File: src/rtl/node_ctrl.sv
// Per-node instruction sequencer: decodes the current instruction and drives ACC/ALU/PC/NODEIO controls.
// Optional illegal-opcode trap state enabled by defining NODE_CTRL_TRAP_EN.
module node_ctrl #(
    parameter int unsigned LAST_PC = 14
) (
    input  logic        CLK,
    input  logic        RST,
    input  logic        halt,
    input  logic [3:0]  op,
    input  logic [2:0]  src,
    input  logic [2:0]  dst,
    input  logic [10:0] imm,
    input  logic [3:0]  target,
    input  logic [3:0]  pc,
    input  logic [10:0] acc_val,
    input  logic [10:0] in_data,
    input  logic        rx_complete,
    input  logic        tx_complete,
    output logic        rx,
    output logic        tx,
    output logic [1:0]  direction,
    output logic [10:0] out_data,
    output logic [1:0]  aluop,
    output logic [10:0] operand_b,
    output logic        acc_wen,
    output logic        sav,
    output logic        swp,
    output logic        jump_pc_en,
    output logic [3:0]  jump_pc,
    output logic        stall,
    output logic        trap
);

    localparam int unsigned DW = 11;
    localparam int unsigned PW = 4;
    localparam logic signed [DW:0] LAST_PC_S = (DW+1)'(LAST_PC);

    localparam logic [3:0] OP_NOP = 4'd0;
    localparam logic [3:0] OP_MOV = 4'd1;
    localparam logic [3:0] OP_SWP = 4'd2;
    localparam logic [3:0] OP_SAV = 4'd3;
    localparam logic [3:0] OP_ADD = 4'd4;
    localparam logic [3:0] OP_SUB = 4'd5;
    localparam logic [3:0] OP_NEG = 4'd6;
    localparam logic [3:0] OP_JMP = 4'd7;
    localparam logic [3:0] OP_JEZ = 4'd8;
    localparam logic [3:0] OP_JNZ = 4'd9;
    localparam logic [3:0] OP_JGZ = 4'd10;
    localparam logic [3:0] OP_JLZ = 4'd11;
    localparam logic [3:0] OP_JRO = 4'd12;

    localparam logic [2:0] LOC_IMM = 3'd0;
    localparam logic [2:0] LOC_ACC = 3'd1;

    localparam logic [1:0] ALU_PASS = 2'd0;
    localparam logic [1:0] ALU_ADD  = 2'd1;
    localparam logic [1:0] ALU_SUB  = 2'd2;
    localparam logic [1:0] ALU_NEG  = 2'd3;

    typedef enum logic [2:0] {
        S_IDLE,
        S_EXEC,
        S_RX_WAIT,
        S_TX_WAIT
`ifdef NODE_CTRL_TRAP_EN
        , S_TRAP
`endif
    } state_t;

    state_t         state_q, state_d;
    logic [DW-1:0]  hold_q, hold_d;

    logic           uses_src;
    logic           src_port;
    logic           dst_port;
    logic           illegal;
    logic [DW-1:0]  src_val;
    logic [1:0]     src_dir;
    logic [1:0]     dst_dir;
    logic signed [DW:0] jro_sum;
    logic [PW-1:0]  jro_pc;
    logic           acc_zero;
    logic           acc_neg;
    logic           fin;

    function automatic logic is_port(input logic [2:0] loc);
        return (loc >= 3'd3) && (loc <= 3'd6);
    endfunction

    // Ports are encoded 3..6; direction is the offset from UP.
    function automatic logic [1:0] port_dir(input logic [2:0] loc);
        return 2'(loc - 3'd3);
    endfunction

    always_ff @(posedge CLK or posedge RST) begin
        if (RST) begin
            state_q <= S_IDLE;
            hold_q  <= '0;
        end else begin
            state_q <= state_d;
            hold_q  <= hold_d;
        end
    end

    // Instruction field decode shared by all states.
    always_comb begin
        uses_src = (op == OP_MOV) || (op == OP_ADD) || (op == OP_SUB) || (op == OP_JRO);
        src_port = uses_src && is_port(src);
        dst_port = (op == OP_MOV) && is_port(dst);
        illegal  = (op > OP_JRO);
        src_dir  = port_dir(src);
        dst_dir  = port_dir(dst);
        acc_zero = (acc_val == '0);
        acc_neg  = acc_val[DW-1];
        case (src)
            LOC_IMM:                    src_val = imm;
            LOC_ACC:                    src_val = acc_val;
            3'd3, 3'd4, 3'd5, 3'd6:     src_val = in_data;
            default:                    src_val = '0;
        endcase
        jro_sum = $signed({{(DW+1-PW){1'b0}}, pc}) + $signed({src_val[DW-1], src_val});
        if (jro_sum < 0) begin
            jro_pc = '0;
        end else if (jro_sum > LAST_PC_S) begin
            jro_pc = LAST_PC_S[PW-1:0];
        end else begin
            jro_pc = jro_sum[PW-1:0];
        end
    end

    always_comb begin
        state_d    = state_q;
        hold_d     = hold_q;
        rx         = 1'b0;
        tx         = 1'b0;
        direction  = 2'd0;
        out_data   = '0;
        aluop      = ALU_PASS;
        operand_b  = '0;
        acc_wen    = 1'b0;
        sav        = 1'b0;
        swp        = 1'b0;
        jump_pc_en = 1'b0;
        jump_pc    = '0;
        stall      = 1'b1;
        trap       = 1'b0;
        fin        = 1'b0;

        case (state_q)
            S_IDLE: begin
                if (!halt) state_d = S_EXEC;
            end
            S_EXEC: begin
                if (!halt) begin
                    if (illegal) begin
`ifdef NODE_CTRL_TRAP_EN
                        state_d = S_TRAP;
`else
                        fin = 1'b1;
`endif
                    end else if (src_port) begin
                        rx        = 1'b1;
                        direction = src_dir;
                        if (rx_complete) begin
                            if (dst_port) begin
                                hold_d  = in_data;
                                state_d = S_TX_WAIT;
                            end else begin
                                fin = 1'b1;
                            end
                        end else begin
                            state_d = S_RX_WAIT;
                        end
                    end else if (dst_port) begin
                        tx        = 1'b1;
                        direction = dst_dir;
                        out_data  = src_val;
                        if (tx_complete) begin
                            fin = 1'b1;
                        end else begin
                            hold_d  = src_val;
                            state_d = S_TX_WAIT;
                        end
                    end else begin
                        fin = 1'b1;
                    end
                end
            end
            S_RX_WAIT: begin
                if (!halt) begin
                    rx        = 1'b1;
                    direction = src_dir;
                    if (rx_complete) begin
                        if (dst_port) begin
                            hold_d  = in_data;
                            state_d = S_TX_WAIT;
                        end else begin
                            fin     = 1'b1;
                            state_d = S_EXEC;
                        end
                    end
                end
            end
            S_TX_WAIT: begin
                if (!halt) begin
                    tx        = 1'b1;
                    direction = dst_dir;
                    out_data  = hold_q;
                    if (tx_complete) begin
                        fin     = 1'b1;
                        state_d = S_EXEC;
                    end
                end
            end
`ifdef NODE_CTRL_TRAP_EN
            S_TRAP: begin
                trap = 1'b1;
            end
`endif
            default: begin
                state_d = S_IDLE;
            end
        endcase

        // Strobes and PC redirect fire only in the completing cycle.
        if (fin) begin
            stall = 1'b0;
            case (op)
                OP_MOV: begin
                    if (dst == LOC_ACC) begin
                        aluop     = ALU_PASS;
                        operand_b = src_val;
                        acc_wen   = 1'b1;
                    end
                end
                OP_ADD: begin
                    aluop     = ALU_ADD;
                    operand_b = src_val;
                    acc_wen   = 1'b1;
                end
                OP_SUB: begin
                    aluop     = ALU_SUB;
                    operand_b = src_val;
                    acc_wen   = 1'b1;
                end
                OP_NEG: begin
                    aluop   = ALU_NEG;
                    acc_wen = 1'b1;
                end
                OP_SWP: swp = 1'b1;
                OP_SAV: sav = 1'b1;
                OP_JMP: begin
                    jump_pc_en = 1'b1;
                    jump_pc    = target;
                end
                OP_JEZ: begin
                    jump_pc_en = acc_zero;
                    jump_pc    = acc_zero ? target : '0;
                end
                OP_JNZ: begin
                    jump_pc_en = !acc_zero;
                    jump_pc    = !acc_zero ? target : '0;
                end
                OP_JGZ: begin
                    jump_pc_en = !acc_zero && !acc_neg;
                    jump_pc    = (!acc_zero && !acc_neg) ? target : '0;
                end
                OP_JLZ: begin
                    jump_pc_en = acc_neg;
                    jump_pc    = acc_neg ? target : '0;
                end
                OP_JRO: begin
                    jump_pc_en = 1'b1;
                    jump_pc    = jro_pc;
                end
                OP_NOP: ;
                default: ;
            endcase
        end
    end

endmodule

File: config.mk
export PLATFORM = sky130hd
export DESIGN_NAME = node_ctrl
export DESIGN_NICKNAME = d
export VERILOG_FILES = /design/src/rtl/node_ctrl.sv
export SDC_FILE = /design/constraint.sdc
export NUM_CORES = 1
export LEC_CHECK = 0
export ABC_AREA = 1
export CORE_ASPECT_RATIO = 1.4
export CORE_MARGIN = 2
export CORE_UTILIZATION = 40
export DETAILED_ROUTE_END_ITERATION = 10
export GPL_ROUTABILITY_DRIVEN = 0
export PLACE_DENSITY = 0.9
export SLEW_MARGIN = 20
export SYNTH_ARGS = -nofsm -noshare
export SYNTH_HDL_FRONTEND = slang
export SYNTH_SLANG_ARGS = --single-unit
File: constraint.sdc
create_clock -name CLK -period 4 [get_ports CLK]
set_input_delay 0.8 -clock CLK [delete_from_list [all_inputs] [get_ports CLK]]
set_output_delay 0.8 -clock CLK [all_outputs]
set_load 0.005 [all_outputs]
# After elaboration in Yosys (flattened, before gate mapping)
# Index checks and enable logic that the tools add are counted.
# totals
mem_bits_ro,0
elab_cells,143
mem_count,0
ramBits,0
latchBits,0
inputBits,56
output_inout_bits,38
ff_bits,14
# classes
eq_ne,31
n_lt_le_gt_ge,7
shifts,0
n_mul,0
add_sub_neg,3
reduce_logical,20
bitwise,0
muxes,80
div,0
# op_table
cell,count
11-bit 2-to-1 mux,15
11-bit case mux with 2 select lines,3
3-bit 2-to-1 mux,12
11-bit case mux with 3 select lines,1
4-bit 2-to-1 mux,7
1-bit 2-to-1 mux,25
4-bit case mux with 6 select lines,1
"4-bit == test, second input constant",5
"4-bit by 3-bit == test with 1-bit output, second input constant",4
2-bit 2-to-1 mux,8
"2-bit != test, second input constant",7
5-bit by 11-bit adder with 12-bit output,1
"12-bit by 5-bit greater-than comparator with 1-bit output, second input constant",1
"12-bit by 1-bit < comparator with 1-bit output, second input constant",1
2-bit case mux with 3 select lines,2
3-bit case mux with 4 select lines,1
11-bit zero test,1
10-bit AND reduction,1
"3-bit by 1-bit == test with 1-bit output, second input constant",3
"3-bit by 2-bit == test with 1-bit output, second input constant",3
"3-bit == test, second input constant",3
"3-bit != test, second input constant",3
"4-bit by 2-bit == test with 1-bit output, second input constant",2
"3-bit by 2-bit greater-or-equal comparator with 1-bit output, second input constant",2
16 further kinds,29

# Longest topological paths before layout
# depth
word_depth,10
mapped_depth,26
mapped_depth_nobuf,25

# Worst setup path before layout
# Ideal clock, no wire load.
# synth_timing
path_kind,in2out
from,input src[1]
to,output jump_pc[0]
path_slack_ns,-0.179
n_path_buf,1
path_stages,21
t_required_ns,3.200
t_arrival_ns,3.379
path_cell_list,inv_1 -> ha_1 -> o21ai_0 -> nand2_2 -> buf_6 -> a22o_1 -> nor2_1 -> inv_1 -> ha_1 -> fa_1 -> a21oi_1 -> inv_1 -> nand3_1 -> nand2_1 -> nand2_1 -> nand2_1 -> nor2_2 -> nand3_2 -> nand2_2 -> nand4_2 -> a21oi_2
# synth_via
elab_chain_len,9
elab_cells_between_ends,23
cone_classes,1 x add/sub; 4 x order compare; 5 x eq/ne; 9 x mux; 4 x reduce/logical
# synth_lines
item,line,source
from (decl),10,"input logic [2:0] src,"
3-bit by 2-bit == test with 1-bit output / 3-bit == test (equally long branches),115,case (src)
4-bit OR reduction,115,
11-bit case mux with 3 select lines,115,
5-bit by 11-bit adder with 12-bit output,121,"jro_sum = $signed({{(DW+1-PW){1'b0}}, pc}) + $signed({src_val[DW-1], src_val});"
12-bit by 5-bit greater-than comparator with 1-bit output,124,end else if (jro_sum > LAST_PC_S) begin
4-bit 2-to-1 mux,124,
4-bit 2-to-1 mux,122,if (jro_sum < 0) begin
4-bit case mux with 6 select lines,228,case (op)
4-bit 2-to-1 mux *,226,if (fin) begin
to (decl),29,"output logic [3:0] jump_pc,"
# Mark *: on every way between the ends. The rest lies on a longest branch, timed or not.

# Final worst setup path
# layout_timing
from,input src[0]
to,output jump_pc[0]
# Same word-level chain as after synthesis.

==> results.md <==
* Outcome: finished, violations left
* Failing checks: setup timing
* M2 GR Usage at 50.7%
* Global-route track usage on met3 at 2.65%
* Hold crit path type: reg -> reg
* Worst-Skew Late Latency at 0.25 ns
* Initial antenna violation count at 0
* Final WS setup at -0.350 ns
* Root Driver: clkbuf_8
* Inserted Diodes at 0
* Maxcap violations at 0
* Layout cell share with drive strength beyond 1 at 24.5%
* Via count at 3239
* FFs w/ async S/R, synth at 100%
* Met1 Usage GRT at 29.8%
* Syn nets at 467
* Clock Sinks at 13
* Final number of setup-violating endpoints at 4
* Final Max Tran Viols at 0
* Leak at 1.84 nW
* Post-route minimum period at 4.35 ns
* Final Skew at 0.00625 ns
* Worst Setup Start Kind: input pin
* Vias in the first global route at 3168
* Fmax at 230 MHz
* Count of different cell masters after synthesis at 43
* CP Capture Type: output pin
* Yosys reg bits at 13
* Top FF cell, synth: dfrtp_1
* Largest net degree at the start of global routing at 23
* Max clock buf depth at 2
* Starting Density at 41.3%
* Number of CTS-inserted buffers at 3
* Cell Area, Synth at 2280 um2
* Crit-path max FO at 4
* Commonest non-fill, non-tap cells in the layout: nand2_1, clkdlybuf4s50_1, buf_4, inv_1, nand3_1
* CTS clk-pin slew, worst paths at 0.05 ns
* CP Data Arrival Time at 3.55 ns
* Crit path required time at 3.20 ns
* Cells after Synth at 394
* Die area at 6330 um2
* Fin crit share at 109%
* Worst Tran Pin Value at 0.743 ns
* Max H-tree Level at 1
* Die Span Y at 93.4 um
* DP HPWL at 6860 um
* Hold Fails Final Rpt at 0
* Core Box Area at 5530 um2
* RSZ-0062 raised after global routing: yes
* Layout area overhead at 68.1%
* Final core occ at 69.4%
* Fill count at 410
* I/O pins at 94
* DRC violations left at 0
* Wire per inst at 14.7 um
* Warnings from Yosys at 0
* Initial DRC Count at 219
* Dpl ws at -1.21 ns
* # port buffers at 92
* # rows at 32
* PD cells at 292 nW/um2
* Final net count at 600
* Drt first pass iters at 5
* CTS tree: yes
* DRT antenna net count at 0
* Die X at 67.8 um
* First-pass GRT wire length at 13700 um
* Total Routing Usage GR at 27.8%
* Sequential-to-total area share from yosys stat at 14.3%
* Vias per inst at 5.45
* Routed WL at 8750 um
* VDD IR max at 0.000254 V
* Total grt overflow at 0
* Setup CP Type: in -> out
* Commonest non-fill, non-tap cell in the layout: nand2_1
* Slew HR at 50.3%
* Post-synth EDFFs at 0
* Avg Cell Area, Syn at 5.79 um2
* GRT busiest layer: met2
==> cell usage after synthesis, types with 2 or more instances <==
cell type	n	share of area, %
nor3_1	4	0.88
a21oi_2	3	1.2
nand2_1	115	19
o21ai_0	34	7.5
a21oi_1	11	2.4
nand2_2	7	1.9
nand4_2	2	1.1
buf_2	4	0.88
inv_2	6	0.99
nand3_1	38	8.3
nand3_2	5	2.2
o22ai_1	3	0.82
nor4_1	4	1.1
clkbuf_1	6	0.99
nor2_1	35	5.8
o211ai_2	2	1.1
ha_1	16	8.8
nand2_4	4	2.0
and3_1	3	0.82
inv_1	48	7.9
o21ai_1	6	1.3
nand3b_1	2	0.66
buf_4	4	1.3
dfrtp_1	13	14
==> cells by family (layout without fill, tap and decap cells) <==
kind of cell	Yosys count	count (layout)	synth area share, %
AOI/OAI and AO/OA	67	67	17.1
adders and majority gates	17	17	9.65
xor gates and xnor gates	1	1	0.384
other	1	1	0.164
DFF	13	13	14.3
and+or+nand+nor	225	225	45.7
buffers and inverters	70	202	12.8
==> routing by layer <==
layer | part of all wire [%] | vias up
li1 | - | 1538
met1 | 36 | 1436
met2 | 50 | 207
met3 | 7.4 | 58
met4 | 6.7 | 0
met5 | 0 | -
==> power breakdown <==
group / leakage [nW] / internal [mW] / switching (mW)
clock: 0.0228 / 0.0703 / 0.0477
sequential: 0.160 / 0.189 / 0.0453
combinational: 1.65 / 0.362 / 0.405
total: 1.84 / 0.621 / 0.498
==> state kept, by name, indices dropped and copies added (netlist names) <==
| name | flops |
|---|---|
| hold_q | 11 |
| state_q | 2 |
==> critical path, cell delays in order <==
cell and delay [ns]:
buf_12 0.11, inv_12 0.04, ha_4 0.14, inv_2 0.04, nand2_2 0.05, nand2_2 0.07
nand2_2 0.08, a22o_1 0.22, nor2_2 0.20, inv_2 0.09, ha_4 0.17, fa_2 0.40
xnor2_2 0.19, nor2_1 0.07, nand3_1 0.06, nand2_1 0.05, nor2_1 0.09, nand2_1 0.07
nor2_2 0.08, nand3_2 0.06, nand2_2 0.11, nand4_2 0.09, a21oi_2 0.14, buf_2 0.12
==> metrics by stage <==
| step | cells | hold WS (ns) | setup TNS (ns) | cell area [um2] | power, mW |
|---|---|---|---|---|---|
| after CTS | 590 | 0.519 | -0.966 | 3760 | 1.10 |
| after global routing | 594 | 0.533 | -2.28 | 3840 | 1.21 |
| final | 594 | 0.517 | -1.27 | 3840 | 1.12 |
| after floorplan | 394 | 0.475 | -0.0266 | 2380 | 0.627 |
| after global placement | 584 | 0.495 | -5.19 | 3650 | 0.934 |
| after detailed placement | 584 | 0.506 | -6.37 | 3650 | 0.962 |
==> final cells by class <==
cell class | count | area [um2] | share of cell area, %
timing repair buffer | 143 | 1310 | 34.2
multi-input combinational | 311 | 1840 | 48.0
clock buffer | 4 | 45.0 | 1.17
sequential | 13 | 325 | 8.48
inverter | 55 | 229 | 5.97
tap | 68 | 85.1 | 2.22
==> timing repair <==
item | in CTS | in global routing
buffers inserted | 3 | 5
hold buffers | 0 | 0
setup endpoints to repair | 29 | 26
pin swaps | 20 | 20
gates cloned | 0 | 0
resized for setup | 43 | 21
==> worst paths after layout <==
| kind | startpoint | endpoint | slack, ns | depth (start not counted) |
|---|---|---|---|---|
| max | src[0] | jump_pc[0] | -0.35 | 24 |
| min | hold_q[6] | hold_q[6] | 0.52 | 2 |
| max reg2reg | state_q[1] | hold_q[4] | 1.91 | 7 |
| min reg2reg | hold_q[6] | hold_q[6] | 0.52 | 2 |
| max in group asynchronous | RST | hold_q[6] | 2.80 | 2 |
| min in group asynchronous | RST | hold_q[2] | 0.87 | 2 |
Power figures use the tool's default switching activity.
